**config.mk**
```make
export PLATFORM = sky130hd
export DESIGN_NAME = app_csr_mmio_responder_flat
export DESIGN_NICKNAME = d
export VERILOG_FILES = /design/src/rtl/app_csr_mmio_responder_if.sv /design/src/rtl/app_csr_mmio_responder.sv /design/src/flat_wrapper.sv
export SDC_FILE = /design/constraint.sdc
export NUM_CORES = 1
export LEC_CHECK = 0
export BUFFER_PORTS_ARGS = -buffer_cell sky130_fd_sc_hd__clkbuf_2
export CAP_MARGIN = 10
export CELL_PAD_IN_SITES_DETAIL_PLACEMENT = 0
export CELL_PAD_IN_SITES_GLOBAL_PLACEMENT = 1
export CORE_MARGIN = 5
export CORE_UTILIZATION = 34
export DETAILED_ROUTE_END_ITERATION = 8
export PLACE_DENSITY_LB_ADDON = 0.15
export SLEW_MARGIN = 20
export SYNTH_ARGS = -nofsm -noshare
export SYNTH_HDL_FRONTEND = slang
export SYNTH_SLANG_ARGS = --single-unit
```
**constraint.sdc**
```tcl
create_clock -name clk -period 2.3 [get_ports clk]
set_input_delay 0.46 -clock clk [delete_from_list [all_inputs] [get_ports clk]]
set_output_delay 0.46 -clock clk [all_outputs]
set_load 0.005 [all_outputs]
```
**src/rtl/app_csr_mmio_responder_if.sv**
```systemverilog
// Host MMIO channel between the host and the CSR responder.
// Requests: wr/rd valid, addr, wr_data, rd_tid; response: rsp valid/tid/data.
interface app_csr_mmio_responder_if;
   logic        mmio_wr_valid;
   logic        mmio_rd_valid;
   logic [15:0] mmio_addr;
   logic [63:0] mmio_wr_data;
   logic [8:0]  mmio_rd_tid;
   logic        mmio_rsp_valid;
   logic [8:0]  mmio_rsp_tid;
   logic [63:0] mmio_rsp_data;

   modport master (
      output mmio_wr_valid, mmio_rd_valid, mmio_addr,
      output mmio_wr_data, mmio_rd_tid,
      input  mmio_rsp_valid, mmio_rsp_tid, mmio_rsp_data
   );

   modport slave (
      input  mmio_wr_valid, mmio_rd_valid, mmio_addr,
      input  mmio_wr_data, mmio_rd_tid,
      output mmio_rsp_valid, mmio_rsp_tid, mmio_rsp_data
   );
endinterface

```
**src/rtl/app_csr_mmio_responder.sv**
```systemverilog
// CSR manager: decodes host MMIO, strobes app CSR writes, returns reads.
// Ports: clk, reset_n, mmio (slave), app_afu_id, app_rd_data, app_wr_en,
// app_wr_data, app_reset_n. Macro CSR_MGR_CYCLE_COUNTER_EN adds a
// 40-bit free-running cycle counter at index 9.
module app_csr_mmio_responder #(
   parameter int unsigned NUM_APP_CSRS = 1,
   parameter int unsigned RESET_CYCLES = 16,
   parameter logic [63:0] DFH_VALUE    = 64'h1000_0100_0000_0000
) (
   input  logic                        clk,
   input  logic                        reset_n,
   app_csr_mmio_responder_if.slave     mmio,
   input  logic [127:0]                app_afu_id,
   input  logic [32*NUM_APP_CSRS-1:0]  app_rd_data,
   output logic [NUM_APP_CSRS-1:0]     app_wr_en,
   output logic [31:0]                 app_wr_data,
   output logic                        app_reset_n
);

   localparam int CW = $clog2(RESET_CYCLES + 1);

   logic [14:0]             idx;
   logic                    odd;
   logic                    soft_trig;
   logic                    app_wr;
   logic [NUM_APP_CSRS-1:0] wr_en_d;
   logic [63:0]             rd_data_d;
   logic [39:0]             cyc_rd;

   logic                    s1_v_q;
   logic [14:0]             s1_idx_q;
   logic                    s1_odd_q;
   logic [8:0]              s1_tid_q;
   logic [39:0]             s1_wcnt_q;
   logic                    s1_act_q;

   logic                    rsp_valid_q;
   logic [8:0]              rsp_tid_q;
   logic [63:0]             rsp_data_q;
   logic [NUM_APP_CSRS-1:0] wr_en_q;
   logic [31:0]             wr_data_q;
   logic [39:0]             wcnt_q;
   logic [CW-1:0]           rst_cnt_q;
   logic                    arn_q;

   logic unused_wr_hi;
   assign unused_wr_hi = ^mmio.mmio_wr_data[63:32];

   assign idx = mmio.mmio_addr[15:1];
   assign odd = mmio.mmio_addr[0];

   assign soft_trig = mmio.mmio_wr_valid & ~odd
                    & (idx == 15'd8) & mmio.mmio_wr_data[0];

   // App-slot writes are dropped while the application is held in reset.
   always_comb begin
      wr_en_d = '0;
      for (int unsigned i = 0; i < NUM_APP_CSRS; i++) begin
         wr_en_d[i] = mmio.mmio_wr_valid & ~odd & arn_q
                    & (idx == 15'(16 + i));
      end
   end

   assign app_wr = |wr_en_d;

`ifdef CSR_MGR_CYCLE_COUNTER_EN
   logic [39:0] cyc_q;

   always_ff @(posedge clk or negedge reset_n) begin
      if (!reset_n) cyc_q <= '0;
      else          cyc_q <= cyc_q + 40'd1;
   end

   assign cyc_rd = cyc_q;
`else
   assign cyc_rd = '0;
`endif

   // Write counter and reset status are snapshotted at request time so a
   // same-cycle write is not visible; the rest is sampled at stage 1.
   always_comb begin
      rd_data_d = '0;
      if (!s1_odd_q) begin
         case (s1_idx_q)
            15'd0:   rd_data_d = DFH_VALUE;
            15'd1:   rd_data_d = app_afu_id[63:0];
            15'd2:   rd_data_d = app_afu_id[127:64];
            15'd8:   rd_data_d = {63'b0, s1_act_q};
            15'd9:   rd_data_d = {24'b0, cyc_rd};
            15'd10:  rd_data_d = {24'b0, s1_wcnt_q};
            default: rd_data_d = '0;
         endcase
         for (int unsigned i = 0; i < NUM_APP_CSRS; i++) begin
            if (s1_idx_q == 15'(16 + i)) begin
               rd_data_d = {32'b0, app_rd_data[32*i +: 32]};
            end
         end
      end
   end

   always_ff @(posedge clk or negedge reset_n) begin
      if (!reset_n) begin
         s1_v_q      <= 1'b0;
         s1_idx_q    <= '0;
         s1_odd_q    <= 1'b0;
         s1_tid_q    <= '0;
         s1_wcnt_q   <= '0;
         s1_act_q    <= 1'b0;
         rsp_valid_q <= 1'b0;
         rsp_tid_q   <= '0;
         rsp_data_q  <= '0;
         wr_en_q     <= '0;
         wr_data_q   <= '0;
         wcnt_q      <= '0;
         rst_cnt_q   <= '0;
         arn_q       <= 1'b0;
      end else begin
         s1_v_q    <= mmio.mmio_rd_valid;
         s1_idx_q  <= idx;
         s1_odd_q  <= odd;
         s1_tid_q  <= mmio.mmio_rd_tid;
         s1_wcnt_q <= wcnt_q;
         s1_act_q  <= ~arn_q;

         rsp_valid_q <= s1_v_q;
         if (s1_v_q) begin
            rsp_tid_q  <= s1_tid_q;
            rsp_data_q <= rd_data_d;
         end

         wr_en_q <= wr_en_d;
         if (app_wr) wr_data_q <= mmio.mmio_wr_data[31:0];

         if (soft_trig)   wcnt_q <= '0;
         else if (app_wr) wcnt_q <= wcnt_q + 40'd1;

         // Count loads on trigger; app_reset_n releases after the
         // last count, giving exactly RESET_CYCLES low cycles.
         if (soft_trig) begin
            rst_cnt_q <= CW'(RESET_CYCLES);
            arn_q     <= 1'b0;
         end else if (rst_cnt_q != '0) begin
            rst_cnt_q <= rst_cnt_q - CW'(1);
            arn_q     <= (rst_cnt_q == CW'(1));
         end else begin
            arn_q     <= 1'b1;
         end
      end
   end

   assign mmio.mmio_rsp_valid = rsp_valid_q;
   assign mmio.mmio_rsp_tid   = rsp_tid_q;
   assign mmio.mmio_rsp_data  = rsp_data_q;
   assign app_wr_en           = wr_en_q;
   assign app_wr_data         = wr_data_q;
   assign app_reset_n         = arn_q;

endmodule

```
**src/flat_wrapper.sv**
```systemverilog
// flat-port wrapper written by rule: the top's interface ports become plain ports
module app_csr_mmio_responder_flat 
#(
   parameter int unsigned NUM_APP_CSRS = 1,
   parameter int unsigned RESET_CYCLES = 16,
   parameter logic [63:0] DFH_VALUE    = 64'h1000_0100_0000_0000
)
  (clk, reset_n, app_afu_id, app_rd_data, app_wr_en, app_wr_data, app_reset_n, mmio_mmio_wr_valid, mmio_mmio_rd_valid, mmio_mmio_addr, mmio_mmio_wr_data, mmio_mmio_rd_tid, mmio_mmio_rsp_valid, mmio_mmio_rsp_tid, mmio_mmio_rsp_data);
  app_csr_mmio_responder_if mmio_i ();
  input  logic clk;
  input  logic reset_n;
  input  logic [127:0] app_afu_id;
  input  logic [32*NUM_APP_CSRS-1:0] app_rd_data;
  output logic [NUM_APP_CSRS-1:0] app_wr_en;
  output logic [31:0] app_wr_data;
  output logic app_reset_n;
  input wire logic [$bits(mmio_i.mmio_wr_valid)-1:0] mmio_mmio_wr_valid;
  input wire logic [$bits(mmio_i.mmio_rd_valid)-1:0] mmio_mmio_rd_valid;
  input wire logic [$bits(mmio_i.mmio_addr)-1:0] mmio_mmio_addr;
  input wire logic [$bits(mmio_i.mmio_wr_data)-1:0] mmio_mmio_wr_data;
  input wire logic [$bits(mmio_i.mmio_rd_tid)-1:0] mmio_mmio_rd_tid;
  output wire logic [$bits(mmio_i.mmio_rsp_valid)-1:0] mmio_mmio_rsp_valid;
  output wire logic [$bits(mmio_i.mmio_rsp_tid)-1:0] mmio_mmio_rsp_tid;
  output wire logic [$bits(mmio_i.mmio_rsp_data)-1:0] mmio_mmio_rsp_data;
  assign mmio_i.mmio_wr_valid = mmio_mmio_wr_valid;
  assign mmio_i.mmio_rd_valid = mmio_mmio_rd_valid;
  assign mmio_i.mmio_addr = mmio_mmio_addr;
  assign mmio_i.mmio_wr_data = mmio_mmio_wr_data;
  assign mmio_i.mmio_rd_tid = mmio_mmio_rd_tid;
  assign mmio_mmio_rsp_valid = mmio_i.mmio_rsp_valid;
  assign mmio_mmio_rsp_tid = mmio_i.mmio_rsp_tid;
  assign mmio_mmio_rsp_data = mmio_i.mmio_rsp_data;
  app_csr_mmio_responder #(.NUM_APP_CSRS(NUM_APP_CSRS), .RESET_CYCLES(RESET_CYCLES), .DFH_VALUE(DFH_VALUE)) u_core (.clk(clk), .reset_n(reset_n), .mmio(mmio_i), .app_afu_id(app_afu_id), .app_rd_data(app_rd_data), .app_wr_en(app_wr_en), .app_wr_data(app_wr_data), .app_reset_n(app_reset_n));
endmodule
```
==> qor.log <==
INFO  yosys          postSynth.asyncResetShare=100.0%
INFO  placed_design  dpl.hpwl=20990um
INFO  global_route   wire_length_of_the_first_global_routing_pass=45360um
INFO  clock_tree     clk_path_buf_depth=3
INFO  timing         final.min_clock_period=2.173ns
INFO  global_route   grt.met2_usage=30.79%
INFO  worst_setup_path critPathCaptureType=register
INFO  worst_setup_path cp-start-kind=register
INFO  power          max-vdd-ir-drop=0.0004175V
INFO  route          routed-via-count=7707
INFO  route          totalWireLength=28450um
INFO  route          avgRoutedWirePerCell=18.44um
INFO  power          total_leakage_power=6.095nW
INFO  floorplanning  die_h=176.1um
INFO  yosys          flop_and_latch_count_out_of_synthesis=220
INFO  timing         max_freq=460.3MHz
INFO  clock_tree     worstSkewPairLatency=0.53ns
INFO  worst_hold_path hp-class=input port to register
INFO  worst_setup_path timing.critical_path.max_delay_family=simple AND/OR/NAND/NOR gates
INFO  power          design_power_total=8.494mW
INFO  timing         period_share=94.46%
INFO  clock_tree     clkSlewWorstSetupHoldPaths=0.06ns
INFO  timing         rsz0062_at_grt=no
INFO  clock_tree     cts.root.buffer_cell=clkbuf_16
INFO  timing         worst_slew_slack_as_a_fraction_of_its_limit=65.37%
INFO  yosys          netlist_instances=821
INFO  route          avgViaCountPerCell=4.995
INFO  cells_and_area stdcell_area=12670um^2
INFO  yosys          yosys_most_used_dff=dfrtp_1
INFO  worst_setup_path timing.setup.critical_path_class=register to register
INFO  clock_tree     cts.htree.levels=1
INFO  yosys          synth.area.top_cells=dfrtp_1 (59%), mux2_2 (9.7%), a22oi_1 (4.6%)
INFO  yosys          postSynthAreaPerCell=11.42um^2
INFO  floorplanning  coreArea=27030um^2
INFO  global_route   grtUsageTotal=17.95%
INFO  worst_setup_path cp_max_fo=6
INFO  yosys          yosysWarningCount=0
INFO  worst_setup_path critical-path-top-cell-by-count=or4_4
INFO  yosys          most_used_standard_cell_by_instance_count_after_synthesis=dfrtp_1
INFO  clock_tree     cts_tree=done
INFO  cells_and_area area_growth_from_synthesis_to_layout=35.15%
INFO  floorplanning  die-width=176.1um
INFO  worst_setup_path worst_ep_arrival_time=2.61ns
INFO  timing         finalMaxSlewViolations=0
INFO  global_route   globalRouteMet3Util=3.790%
INFO  clock_tree     tritoncts.num_buffers=25
INFO  route          drt.antenna.violating_nets=0
INFO  cells_and_area fillCellCount=2642
INFO  floorplanning  design.die.area=31000um^2
INFO  yosys          yosys.area.top_type_share=58.72%
INFO  timing         measured_slew_at_the_worst_slew_check_pin=0.5154ns
INFO  worst_setup_path cp_slowest_cell=or4_4
INFO  yosys          syn-num-nets=1078
INFO  yosys          synth-edff-count=0
INFO  cells_and_area finish.net_count=1444
INFO  timing         hold_viol_final=0
INFO  yosys          synth.mux.area_fraction=9.836%
INFO  placed_design  numPortBuffers=328
INFO  flow_run       max_cap_viol_count=0
INFO  placed_design  routabilityCongestion=0.7719
INFO  cells_and_area antenna_cells=0
INFO  worst_setup_path worstPathCellList=nand4_4 -> or4_4 -> or4_4 -> or3_1 -> a21oi_2
INFO  floorplanning  boundaryPins=361
INFO  route          detail_route.first_pass.iterations=5
INFO  timing         post-route-worst-setup-slack=0.1273ns
INFO  yosys          post_synth_num_cell_types=41
INFO  clock_tree     cts.sinks=220
INFO  global_route   gr-usage-met1=23.80%
INFO  yosys          post_synth_fa_ha_maj_area_fraction=0.5338%
INFO  cells_and_area drive_above_1_share=43.93%
INFO  placed_design  placement.setup.worst_slack=-0.5419ns
INFO  global_route   overflow=0
INFO  power          power-per-cell-area=670.4nW/um^2
INFO  yosys          synth_common_cells=dfrtp_1 (220), mux2_2 (81), a22oi_1 (58), a21oi_1 (57), inv_1 (46)
INFO  yosys          synth_seq_area_share=58.72%
INFO  yosys          yosys.area_share.simple=11.61%
INFO  worst_setup_path largest_stage_delay_worst_path=0.55ns
INFO  global_route   first_global_vias=8179
INFO  timing         setup_viol=0
INFO  timing         fin_worst_hold_slack=0.04504ns
INFO  yosys          synth_xor_xnor_area_share=2.242%
INFO  yosys          synth_top_family_by_area=compound AO/OA/AOI/OAI gates
INFO  timing         clock_skew=0.02514ns
INFO  route          drc=0
INFO  cells_and_area final_util=46.88%
INFO  yosys          synth.largest_area_cell=dfrtp_1
INFO  placed_design  post_dp_cell_area=11840um^2
INFO  outcome        status=finished clean
INFO  worst_setup_path critical_path_buf_inv_count=0
INFO  global_route   antenna_violations_before_repair=0
INFO  floorplanning  initial_core_util=34.69%
INFO  yosys          mappedNetlistArea=9375um^2
INFO  yosys          synth_compound_gate_area_share=13.08%
INFO  route          drt_iter0_markers=384
INFO  global_route   grt_busiest_layer=met2
INFO  global_route   grt_max_degree=75
INFO  floorplanning  rows=60
INFO  worst_setup_path crit_path_required_time=2.74ns
-- stage by stage --
stage          TNS (ns)  cells
3_5_place_dp     -21.33   1500
4_1_cts               0   1543
6_report              0   1543
3_3_place_gp     -18.79   1500
5_1_grt               0   1543
2_1_floorplan         0    821
-- report_power, final --
part / leakage, nW / internal, mW / switching, mW
Clock: 0.383 / 2.28 / 1.54
Sequential: 2.96 / 3.97 / 0.0738
Combinational: 2.75 / 0.325 / 0.309
-- state kept, by name (all words and copies together), names as in the netlist --
name and count:
u_core.app_reset_n 1, u_core.app_wr_data 32, u_core.app_wr_en 1, u_core.mmio.mmio_rsp_data 64, u_core.mmio.mmio_rsp_tid 9, u_core.mmio.mmio_rsp_valid 1
u_core.rst_cnt_q 5, u_core.s1_act_q 1, u_core.s1_idx_q 15, u_core.s1_odd_q 1, u_core.s1_tid_q 9, u_core.s1_v_q 1
u_core.s1_wcnt_q 40, u_core.wcnt_q 40
-- cells by family (layout without fill, tap and decap cells) --
family                     Yosys count  count (layout)
and+or+nand+nor                    192             192
DFF                                220             220
AOI/OAI and AO/OA                  202             202
buffers and inverters               97             478
adders and majority gates            4               4
muxes                               82              82
xor gates and xnor gates            24              24
-- cells in the final DEF, fill, tap and decap left out, types with 13 or more instances in the layout --
| cell | netlist | routed |
|---|---|---|
| nand2_1 | 21 | 21 |
| buf_4 | 0 | 53 |
| a22oi_1 | 58 | 58 |
| dfrtp_1 | 220 | 218 |
| mux2_2 | 81 | 81 |
| xnor2_1 | 21 | 21 |
| nor2_1 | 33 | 32 |
| clkbuf_2 | 0 | 327 |
| o22ai_1 | 35 | 35 |
| nor2b_1 | 30 | 30 |
| a21oi_1 | 57 | 56 |
| nor4_1 | 14 | 13 |
| clkbuf_16 | 0 | 25 |
| nand3_1 | 20 | 20 |
| o21ai_0 | 43 | 43 |
| inv_1 | 46 | 46 |
-- path summary, 6_finish.rpt --
check | cells past startpoint | slack, ns | to | start
max in group asynchronous | 3 | 1.16 | u_core.app_wr_data[14]$_DFFE_PN0P_ | reset_n
setup / recovery | 5 | 0.13 | u_core.wcnt_q[38]$_DFFE_PN0P_ | u_core.wcnt_q[5]$_DFFE_PN0P_
min in group asynchronous | 2 | 0.47 | u_core.mmio.mmio_rsp_data[58]$_DFFE_PN0P_ | reset_n
hold reg to reg | 0 | 0.40 | u_core.s1_wcnt_q[39]$_DFF_PN0_ | u_core.wcnt_q[39]$_DFFE_PN0P_
setup reg to reg | 5 | 0.13 | u_core.wcnt_q[38]$_DFFE_PN0P_ | u_core.wcnt_q[5]$_DFFE_PN0P_
hold / removal | 1 | 0.05 | u_core.s1_tid_q[3]$_DFF_PN0_ | mmio_mmio_rd_tid[3]
-- metal layers --
metal | wire [um] | part of all wire, %
met1 | 12350 | 43
met2 | 13800 | 49
met3 | 1962 | 6.9
met4 | 339 | 1.2
met5 | 0 | 0
-- worst reg2reg max path, stage by stage (launching register included) --
cell	delay (ns)
dfrtp_1	0.40
nand4_4	0.13
or4_4	0.55
or4_4	0.53
or3_1	0.34
a21oi_2	0.13
-- area by class of cell --
type	count	area [um^2]	area share [%]
inverter	46	172.7	1.363
clock inverter	8	93.84	0.7406
clock buffer	34	679.4	5.362
tap	341	426.7	3.367
multi-input combinational	504	3571	28.18
timing repair buffer	390	2220	17.52
sequential	220	5508	43.47
-- timing repair --
item	4_1_cts	5_1_grt
pin swaps	0	1
gates resized for setup	1	8
setup endpoints to repair	3	17
hold buffers	1	0
endpoints found under the hold margin	54	0
setup buffers	0	0
Note: power is estimated with default switching activity, not from simulation.
